==> src/rtl/xiyiji_motor_drive.sv <==
// H-bridge gate driver with dead-time-enforced reversals, soft-start PWM and emergency trip.
// Optional build macro XIYIJI_MOTOR_BRAKE_EN: low-side braking during DEAD instead of coasting.
module xiyiji_motor_drive #(
   parameter int DEAD_TICKS      = 5,
   parameter int RAMP_STEP_TICKS = 2,
   parameter int PWM_BITS        = 4
) (
   input  logic                clk,
   input  logic                rst,
   input  logic                zheng,
   input  logic                fan,
   input  logic                emergency,
   output logic                hs_a,
   output logic                ls_a,
   output logic                hs_b,
   output logic                ls_b,
   output logic                running,
   output logic                dir_fault,
   output logic [PWM_BITS-1:0] duty
);

   localparam int DW = $clog2(DEAD_TICKS + 1);
   localparam int RW = (RAMP_STEP_TICKS > 1) ? $clog2(RAMP_STEP_TICKS) : 1;
   localparam logic [DW-1:0]       DEAD_LOAD = DW'(DEAD_TICKS);
   localparam logic [RW-1:0]       RAMP_LAST = RW'(RAMP_STEP_TICKS - 1);
   localparam logic [PWM_BITS-1:0] DUTY_MIN  = PWM_BITS'(1);
   localparam logic [PWM_BITS-1:0] DUTY_MAX  = '1;

   typedef enum logic [2:0] {S_IDLE, S_FWD, S_REV, S_DEAD, S_TRIP} state_e;

   state_e              state_q, state_d;
   logic [DW-1:0]       dead_q, dead_d;
   logic [RW-1:0]       ramp_q, ramp_d;
   logic [PWM_BITS-1:0] duty_q, duty_d;
   logic [PWM_BITS-1:0] pwm_cnt_q, pwm_cnt_d;
   logic                both_q, both_d;
   logic                dir_fault_q, dir_fault_d;

   logic cmd_fwd, cmd_rev, cmd_both, pwm;

   assign cmd_fwd  = zheng & ~fan;
   assign cmd_rev  = fan & ~zheng;
   assign cmd_both = zheng & fan;

   // NOTE: sequential state uses non-blocking (<=) so every flop samples pre-edge values.
   always_ff @(posedge clk) begin
      if (rst) begin
         state_q     <= S_IDLE;
         dead_q      <= '0;
         ramp_q      <= '0;
         duty_q      <= '0;
         pwm_cnt_q   <= '0;
         both_q      <= 1'b0;
         dir_fault_q <= 1'b0;
      end else begin
         state_q     <= state_d;
         dead_q      <= dead_d;
         ramp_q      <= ramp_d;
         duty_q      <= duty_d;
         pwm_cnt_q   <= pwm_cnt_d;
         both_q      <= both_d;
         dir_fault_q <= dir_fault_d;
      end
   end

   // NOTE: every always_comb output gets a default first, so no path can infer a latch.
   always_comb begin
      state_d = state_q;
      dead_d  = dead_q;
      if (emergency) begin
         state_d = S_TRIP;
      end else begin
         case (state_q)
            S_IDLE: begin
               if (cmd_fwd)      state_d = S_FWD;
               else if (cmd_rev) state_d = S_REV;
            end
            S_FWD: begin
               if (!cmd_fwd) begin
                  state_d = S_DEAD;
                  dead_d  = DEAD_LOAD;
               end
            end
            S_REV: begin
               if (!cmd_rev) begin
                  state_d = S_DEAD;
                  dead_d  = DEAD_LOAD;
               end
            end
            S_DEAD: begin
               // Counter value 1 marks the last DEAD cycle.
               if (dead_q > DW'(1)) begin
                  dead_d = dead_q - 1'b1;
               end else begin
                  dead_d  = '0;
                  state_d = S_IDLE;
               end
            end
            S_TRIP: begin
               state_d = S_DEAD;
               dead_d  = DEAD_LOAD;
            end
            default: state_d = S_IDLE;
         endcase
      end
   end

   always_comb begin
      ramp_d = '0;
      duty_d = '0;
      if (state_d == S_FWD || state_d == S_REV) begin
         if (state_q != state_d) begin
            duty_d = DUTY_MIN;
         end else if (ramp_q == RAMP_LAST) begin
            duty_d = (duty_q == DUTY_MAX) ? duty_q : duty_q + 1'b1;
         end else begin
            ramp_d = ramp_q + 1'b1;
            duty_d = duty_q;
         end
      end
      pwm_cnt_d   = pwm_cnt_q + 1'b1;
      both_d      = cmd_both;
      dir_fault_d = cmd_both & ~both_q;
   end

   assign pwm = (pwm_cnt_q < duty_q);

   // Each leg has at most one gate driven in every state, so shoot-through is impossible.
   always_comb begin
      hs_a = 1'b0;
      ls_a = 1'b0;
      hs_b = 1'b0;
      ls_b = 1'b0;
      case (state_q)
         S_FWD: begin
            hs_a = pwm;
            ls_b = 1'b1;
         end
         S_REV: begin
            hs_b = pwm;
            ls_a = 1'b1;
         end
         S_DEAD: begin
`ifdef XIYIJI_MOTOR_BRAKE_EN
            ls_a = 1'b1;
            ls_b = 1'b1;
`else
            ls_a = 1'b0;
            ls_b = 1'b0;
`endif
         end
         default: ;
      endcase
   end

   assign running   = (state_q == S_FWD) || (state_q == S_REV);
   assign dir_fault = dir_fault_q;
   assign duty      = duty_q;

endmodule

==> config.mk <==
export PLATFORM = sky130hd
export DESIGN_NAME = xiyiji_motor_drive
export DESIGN_NICKNAME = d
export VERILOG_FILES = /design/src/rtl/xiyiji_motor_drive.sv
export SDC_FILE = /design/constraint.sdc
export NUM_CORES = 1
export LEC_CHECK = 0
export ABC_AREA = 1
export BUFFER_PORTS_ARGS = -buffer_cell sky130_fd_sc_hd__buf_2
export CAP_MARGIN = 20
export CELL_PAD_IN_SITES_DETAIL_PLACEMENT = 0
export CELL_PAD_IN_SITES_GLOBAL_PLACEMENT = 1
export CORE_ASPECT_RATIO = 0.6
export CORE_MARGIN = 3
export CORE_UTILIZATION = 45
export CTS_BUF_LIST = sky130_fd_sc_hd__clkbuf_8
export CTS_CLUSTER_SIZE = 12
export DETAILED_ROUTE_END_ITERATION = 8
export PLACE_DENSITY = 0.9
export SLEW_MARGIN = 20
export SYNTH_ARGS = -nofsm -noshare
export SYNTH_HDL_FRONTEND = slang
export SYNTH_SLANG_ARGS = --single-unit
==> constraint.sdc <==
create_clock -name clk -period 2.5 [get_ports clk]
set_input_delay 0.125 -clock clk [delete_from_list [all_inputs] [get_ports clk]]
set_output_delay 0.125 -clock clk [all_outputs]
set_load 0.02 [all_outputs]
==> flow_summary.yaml, run 1 <==
outcome:
  outcome: "finished clean"
clock_tree:
  clk_latency_ns: 0.25
  cts-root-buf: "clkbuf_8"
  numCtsBuffers: 3
  clk_path_buf_depth: 2
  clkSlewWorstSetupHoldPaths_ns: 0.06
  postCtsResizedCells: 0
  cts.sinks: 17
  cts_tree: "built"
  postCtsSetupBuffers: 0
  htree_levels: 1
  ctsHoldBuffers: 0
floorplan:
  die_x_microns: 67.2
  core_area_sq_um: 1980
  chipHeight_microns: 42.7
  dieArea_sq_um: 2870
  num_rows: 12
  io_pins: 15
  start_util: 0.510
detailed_routing:
  drt-pass1-iter-count: 4
  antenna_left: 0
  via_per_inst: 4.94
  wl_microns: 2210
  route.detailed.drc: 0
  vias: 913
  wl_per_cell_microns: 12.0
  first_iter_violations: 57
worst_hold_path:
  min_path_type: "in -> reg"
global_routing:
  grtUsageMet2: 0.184
  overflow: 0
  gr-usage-all-layers: 0.165
  grt_use_met1: 0.280
  busiest_layer: "met1"
  met3_usage: 0.0635
  grt_first_pass_wirelength_microns: 3530
  grt_start_max_net_pins: 14
  first_global_vias: 746
  antenna_found_initial: 0
finish:
  seqCellArea_sq_um: 340
  area_growth_pct: 14.5
  layout.nets: 170
  stdcell_area_sq_um: 1160
  multi_input_area_sq_um: 577
  antenna_cells: 0
  drive_above_1_share: 0.210
  fillers: 208
synthesis:
  synth_cell_types: 24
  synthFlopType: "dfxtp_1"
  synth_top_area_cell: "dfxtp_1"
  synth-edff-count: 0
  netlist_area_sq_um: 1010
  synth-seq-area-share: 0.337
  syn_nets: 152
  synth-warning-count: 0
  yosys-top-cells-count: "nand2_1, inv_1, nor2_1"
  ys_ff_latch: 17
  syn_inst: 140
  async_reset_ff_frac: 0
  yosysTopAreaCellShare: 0.337
  synthTopCellsByArea: "dfxtp_1, ha_1, nand2_1"
  avgSynthCellArea_sq_um: 7.22
  synth.most_common_cell: "nand2_1"
pwr:
  power_switching_mw: 0.197
  leakagePower_nw: 0.565
  power_frac_clock: 0.309
  intPower_mw: 0.448
  power_frac_comb: 0.226
  power.density_nw_per_um2: 558
  seq_power_share: 0.466
  p_total_mw: 0.645
  p_sw_frac: 0.305
  vdd_drop_max_v: 0.000381
flow_run:
  cap_violations: 0
timing:
  setup_viol: 0
  rsz0062_at_grt: "false"
  fin_worst_skew_ns: 0.00337
  final.period_utilization: 0.705
  fin_crit_ns: 1.76
  slew_viol_final: 0
  max-slew-margin-rel: 0.690
  timing.fmax_ghz: 0.567
  finalHoldViolCount: 0
  tightestPinTransition_ns: 0.464
  finalSetupTns_ns: 0
critical_path:
  cpMaxStageDelayCell: "dfxtp_1"
  arrival_ns: 1.64
  path_class: "reg -> out"
  worstPathCellList: "inv_1 > ha_1 > o21a_1 > o211ai_1 > nand2_1 > nor2_1 > buf_2"
  cp-start-kind: "flip-flop"
  cp_data_required_time_ns: 2.38
  crit_fanout: 4
  max_stage_delay_ns: 0.37
  endpoint_kind: "output port"
place:
  hpwl_microns: 1780
  placed_area_sq_um: 1110
  portBuffers: 14
  place_congestion: 0.924
==> cell type report <==
class	instances	share of cell area
multi-input cells	98	0.498
clock buffers	3	0.0357
flip-flops and latches	17	0.294
repair buffers	14	0.0605
inverters	24	0.0778
well taps	28	0.0303
clock inverters	1	0.00324
==> layout by cell type (no fill, tap or decap), types with 2 or more instances in the layout <==
cell type	netlist	layout
xor2_1	3	3
nand2_1	22	22
xnor2_1	3	3
o21ai_0	5	5
nand3_1	10	10
ha_1	7	7
nand3_2	5	5
nor2_2	3	3
o211ai_1	2	2
a21oi_1	5	5
inv_1	20	21
buf_2	0	14
nor4_1	2	2
dfxtp_1	17	17
nand2_2	3	3
clkinv_1	2	2
a211oi_1	2	2
nor2_1	20	20
clkbuf_8	0	3
nor3_1	2	2
inv_2	2	2
==> metal layers <==
layer | wire [microns] | part of all wire
met1 | 1310 | 0.59
met2 | 754 | 0.34
met3 | 134 | 0.061
met4 | 12 | 0.0054
met5 | 0 | 0
==> power groups by stage <==
stage               registers [mW]  logic [mW]  clock network (mW)
global placement             0.306       0.140                   0
detailed placement           0.306       0.143                   0
CTS                          0.300       0.144               0.205
floorplan                    0.306       0.109                   0
finish                       0.300       0.146               0.199
global route                 0.303       0.163               0.219
==> path summary, 6_finish.rpt <==
check / from / endpoint / slack, ns / depth (start not counted)
worst max-delay path: duty[1]$_SDFFE_PP0P_ / hs_a / 0.74 / 7
worst min-delay path: zheng / both_q$_SDFF_PP0_ / 0.14 / 3
worst max register to register: state_q[1]$_SDFF_PP0_ / duty[3]$_SDFFE_PP0P_ / 0.82 / 12
worst min register to register: both_q$_SDFF_PP0_ / dir_fault$_SDFF_PP0_ / 0.39 / 1
==> critical path: cells and delay by family, from the launching register on <==
family | cells | cell delay [ns]
and+or+nand+nor | 2 | 0.22
AOI/OAI and AO/OA | 2 | 0.25
buffers and inverters | 2 | 0.25
adders and majority gates | 1 | 0.29
DFF | 1 | 0.37
==> sequential cells by signal (all words and copies together) (netlist names) <==
name / count
duty: 4
pwm_cnt_q: 4
dead_q: 3
state_q: 3
both_q: 1
dir_fault: 1
ramp_q: 1
==> through the flow <==
stage / hold slack (ns) / util / setup WS (ns) / cells
after detailed placement: 0.390 / 0.561 / 0.909 / 181
after global routing: 0.140 / 0.584 / 0.610 / 185
after global placement: 0.383 / 0.561 / 0.932 / 181
final: 0.136 / 0.584 / 0.737 / 185
after CTS: 0.129 / 0.584 / 0.744 / 185
after floorplan: 0.201 / - / 0.945 / 140
==> cells by family after synthesis <==
kind of cell | count (synthesis) | synth area share
muxes | 1 | 0.0111
adders and majority gates | 7 | 0.0866
xor gates and xnor gates | 6 | 0.0520
buffers and inverters | 25 | 0.0928
and+or+nand+nor | 68 | 0.325
DFF | 17 | 0.337
AOI/OAI and AO/OA | 16 | 0.0953
(Power assumes the default switching activity.)
==> run 2: changes to the inputs <==
--- a/config.mk
+++ b/config.mk
@@ -12,11 +12,11 @@
 export CELL_PAD_IN_SITES_GLOBAL_PLACEMENT = 1
 export CORE_ASPECT_RATIO = 0.6
 export CORE_MARGIN = 3
-export CORE_UTILIZATION = 45
+export CORE_UTILIZATION = 42
 export CTS_BUF_LIST = sky130_fd_sc_hd__clkbuf_8
 export CTS_CLUSTER_SIZE = 12
 export DETAILED_ROUTE_END_ITERATION = 8
-export PLACE_DENSITY = 0.9
+export PLACE_DENSITY = 0.85
 export SLEW_MARGIN = 20
 export SYNTH_ARGS = -nofsm -noshare
 export SYNTH_HDL_FRONTEND = slang
==> constraint.sdc (replaced) <==
create_clock -name clk -period 1.7 [get_ports clk]
set_input_delay 0.085 -clock clk [delete_from_list [all_inputs] [get_ports clk]]
set_output_delay 0.085 -clock clk [all_outputs]
set_load 0.02 [all_outputs]
==> run 2 against run 1 <==
Against the previous run: clock-buffer cell count unchanged; clock power is 45% higher; critical path depth is 1 lower; largest cell class unchanged; sequential share of layout area is 0.43 points lower; sequential power increased by 49%; register-to-register slack got worse by 0.61 ns; clock skew up 0.0012 ns; highest routed layer unchanged; via count fell by 2.4%.
==> flow_summary.yaml, run 2 (synthesized netlist as in run 1, its figures left out) <==
timing:
  finalHoldViolCount: 0
  tightestPinTransition_ns: 0.517
  setup_viol: 0
  fin_crit_ns: 1.60
  finalSetupTns_ns: 0
  fin_worst_skew_ns: 0.00460
  timing.fmax_ghz: 0.624
  max-slew-margin-rel: 0.654
  final.period_utilization: 0.942
  slew_viol_final: 0
floorplan:
  chipHeight_microns: 44.0
  core_area_sq_um: 2230
  dieArea_sq_um: 3050
  num_rows: 13
  start_util: 0.454
  io_pins: 15
  die_x_microns: 69.3
critical_path:
  cp-endpoint: "hs_b"
  crit_fanout: 3
  timing.rr.end: "dead_q[1]$_SDFFE_PP0P_"
  critPathLaunch: "duty[3]$_SDFFE_PP0P_"
  cp-start-kind: "flip-flop"
  cp_data_required_time_ns: 1.62
  rrSetupSlack_ns: 0.21
  rr_startpoint: "state_q[0]$_SDFF_PP0_"
  arrival_ns: 1.52
  path_class: "reg -> out"
  endpoint_kind: "output port"
  r2r_cells: 8
place:
  hpwl_microns: 1610
  placed_area_sq_um: 1110
  portBuffers: 14
  place_congestion: 0.817
detailed_routing:
  wl_microns: 2010
  via_per_inst: 4.71
  first_iter_violations: 33
  antenna_left: 0
  vias: 891
  route.detailed.drc: 0
  wl_per_cell_microns: 10.7
  drt-pass1-iter-count: 4
finish:
  drive_above_1_share: 0.270
  area_growth_pct: 18.3
  final_common_cell: "nand2_1"
  final_cell_mix: "nand2_1, nor2_1, inv_1, buf_2, dfxtp_1"
  layout.nets: 172
  antenna_cells: 0
  stdcell_area_sq_um: 1200
  fin_util: 0.537
clock_tree:
  cts_tree: "built"
  clk_path_buf_depth: 2
  numCtsBuffers: 3
  cts-root-buf: "clkbuf_8"
  cts.sinks: 17
  clkSlewWorstSetupHoldPaths_ns: 0.07
  clk_latency_ns: 0.25
  ctsHoldBuffers: 0
  htree_levels: 1
global_routing:
  antenna_found_initial: 0
  gr-usage-all-layers: 0.141
  overflow: 0
  first_global_vias: 764
  grt_first_pass_wirelength_microns: 3440
  grt_start_max_net_pins: 14
outcome:
  outcome: "finished clean"
pwr:
  p_sw_frac: 0.297
  intPower_mw: 0.665
  power_frac_clock: 0.305
  leakagePower_nw: 0.579
  power_switching_mw: 0.281
  seq_power_share: 0.471
  power_frac_comb: 0.224
  vdd_drop_max_v: 0.000290
  power.density_nw_per_um2: 791
worst_hold_path:
  min_path_type: "in -> reg"
flow_run:
  cap_violations: 0
run 2: through the flow:
step	power (mW)	setup slack, ns	cells	hold slack [ns]
6_report	0.946	0.0987	189	0.105
5_1_grt	1.00	-0.0112	189	0.115
4_1_cts	0.942	0.0367	187	0.105
3_5_place_dp	0.656	0.171	183	0.364
3_3_place_gp	0.657	0.133	183	0.355
2_1_floorplan	0.609	0.185	140	0.161
run 2: area by class of cell:
class	count	area, sq um
clock buffer	3	41.3
clock inverter	1	3.75
sequential	17	347
multi-input combinational	98	589
fill	215	1030
inverter	24	90.1
tap	30	37.5
timing repair buffer	16	87.6
run 2: routing by layer:
| metal | track usage | part of all wire | vias to the layer above | routed length (microns) |
|---|---|---|---|---|
| met5 | 0 | 0 | - | 0 |
| met4 | 0.0389 | 0.0084 | 0 | 17 |
| met3 | 0.0463 | 0.023 | 2 | 47 |
| met2 | 0.197 | 0.42 | 8 | 849 |
| met1 | 0.206 | 0.55 | 398 | 1100 |
| li1 | - | - | 483 | - |
run 2: how the worst min path moves through the flow:
stage                                 endpoint  depth (start not counted)  startpoint  slack (ns)
after floorplan           dir_fault$_SDFF_PP0_                          1         rst        0.16
after global placement       both_q$_SDFF_PP0_                          3       zheng        0.35
after detailed placement     both_q$_SDFF_PP0_                          3       zheng        0.36
after CTS                    both_q$_SDFF_PP0_                          3       zheng        0.10
after global routing         both_q$_SDFF_PP0_                          3       zheng        0.11
final                        both_q$_SDFF_PP0_                          3       zheng        0.11
run 2: power groups by stage:
stage               Clock, mW  Sequential, mW  Combinational, mW
CTS                     0.294           0.442              0.206
global route            0.310           0.449              0.246
detailed placement          0           0.451              0.205
finish                  0.288           0.446              0.212
global placement            0           0.451              0.206
floorplan                   0           0.449              0.160
run 2: timing repair:
action / in CTS / in global routing
gates resized for setup: 1 / 9
endpoints found under the hold margin: 0 / 0
setup endpoints to repair: 2 / 6
buffers inserted: 0 / 2
pin swaps: 0 / 5
run 2: critical path, cell delays in order (launching register included):
cell	delay, ns
dfxtp_1	0.36
inv_1	0.08
ha_1	0.31
a21oi_1	0.16
nand2_1	0.10
nor2_1	0.11
buf_4	0.15
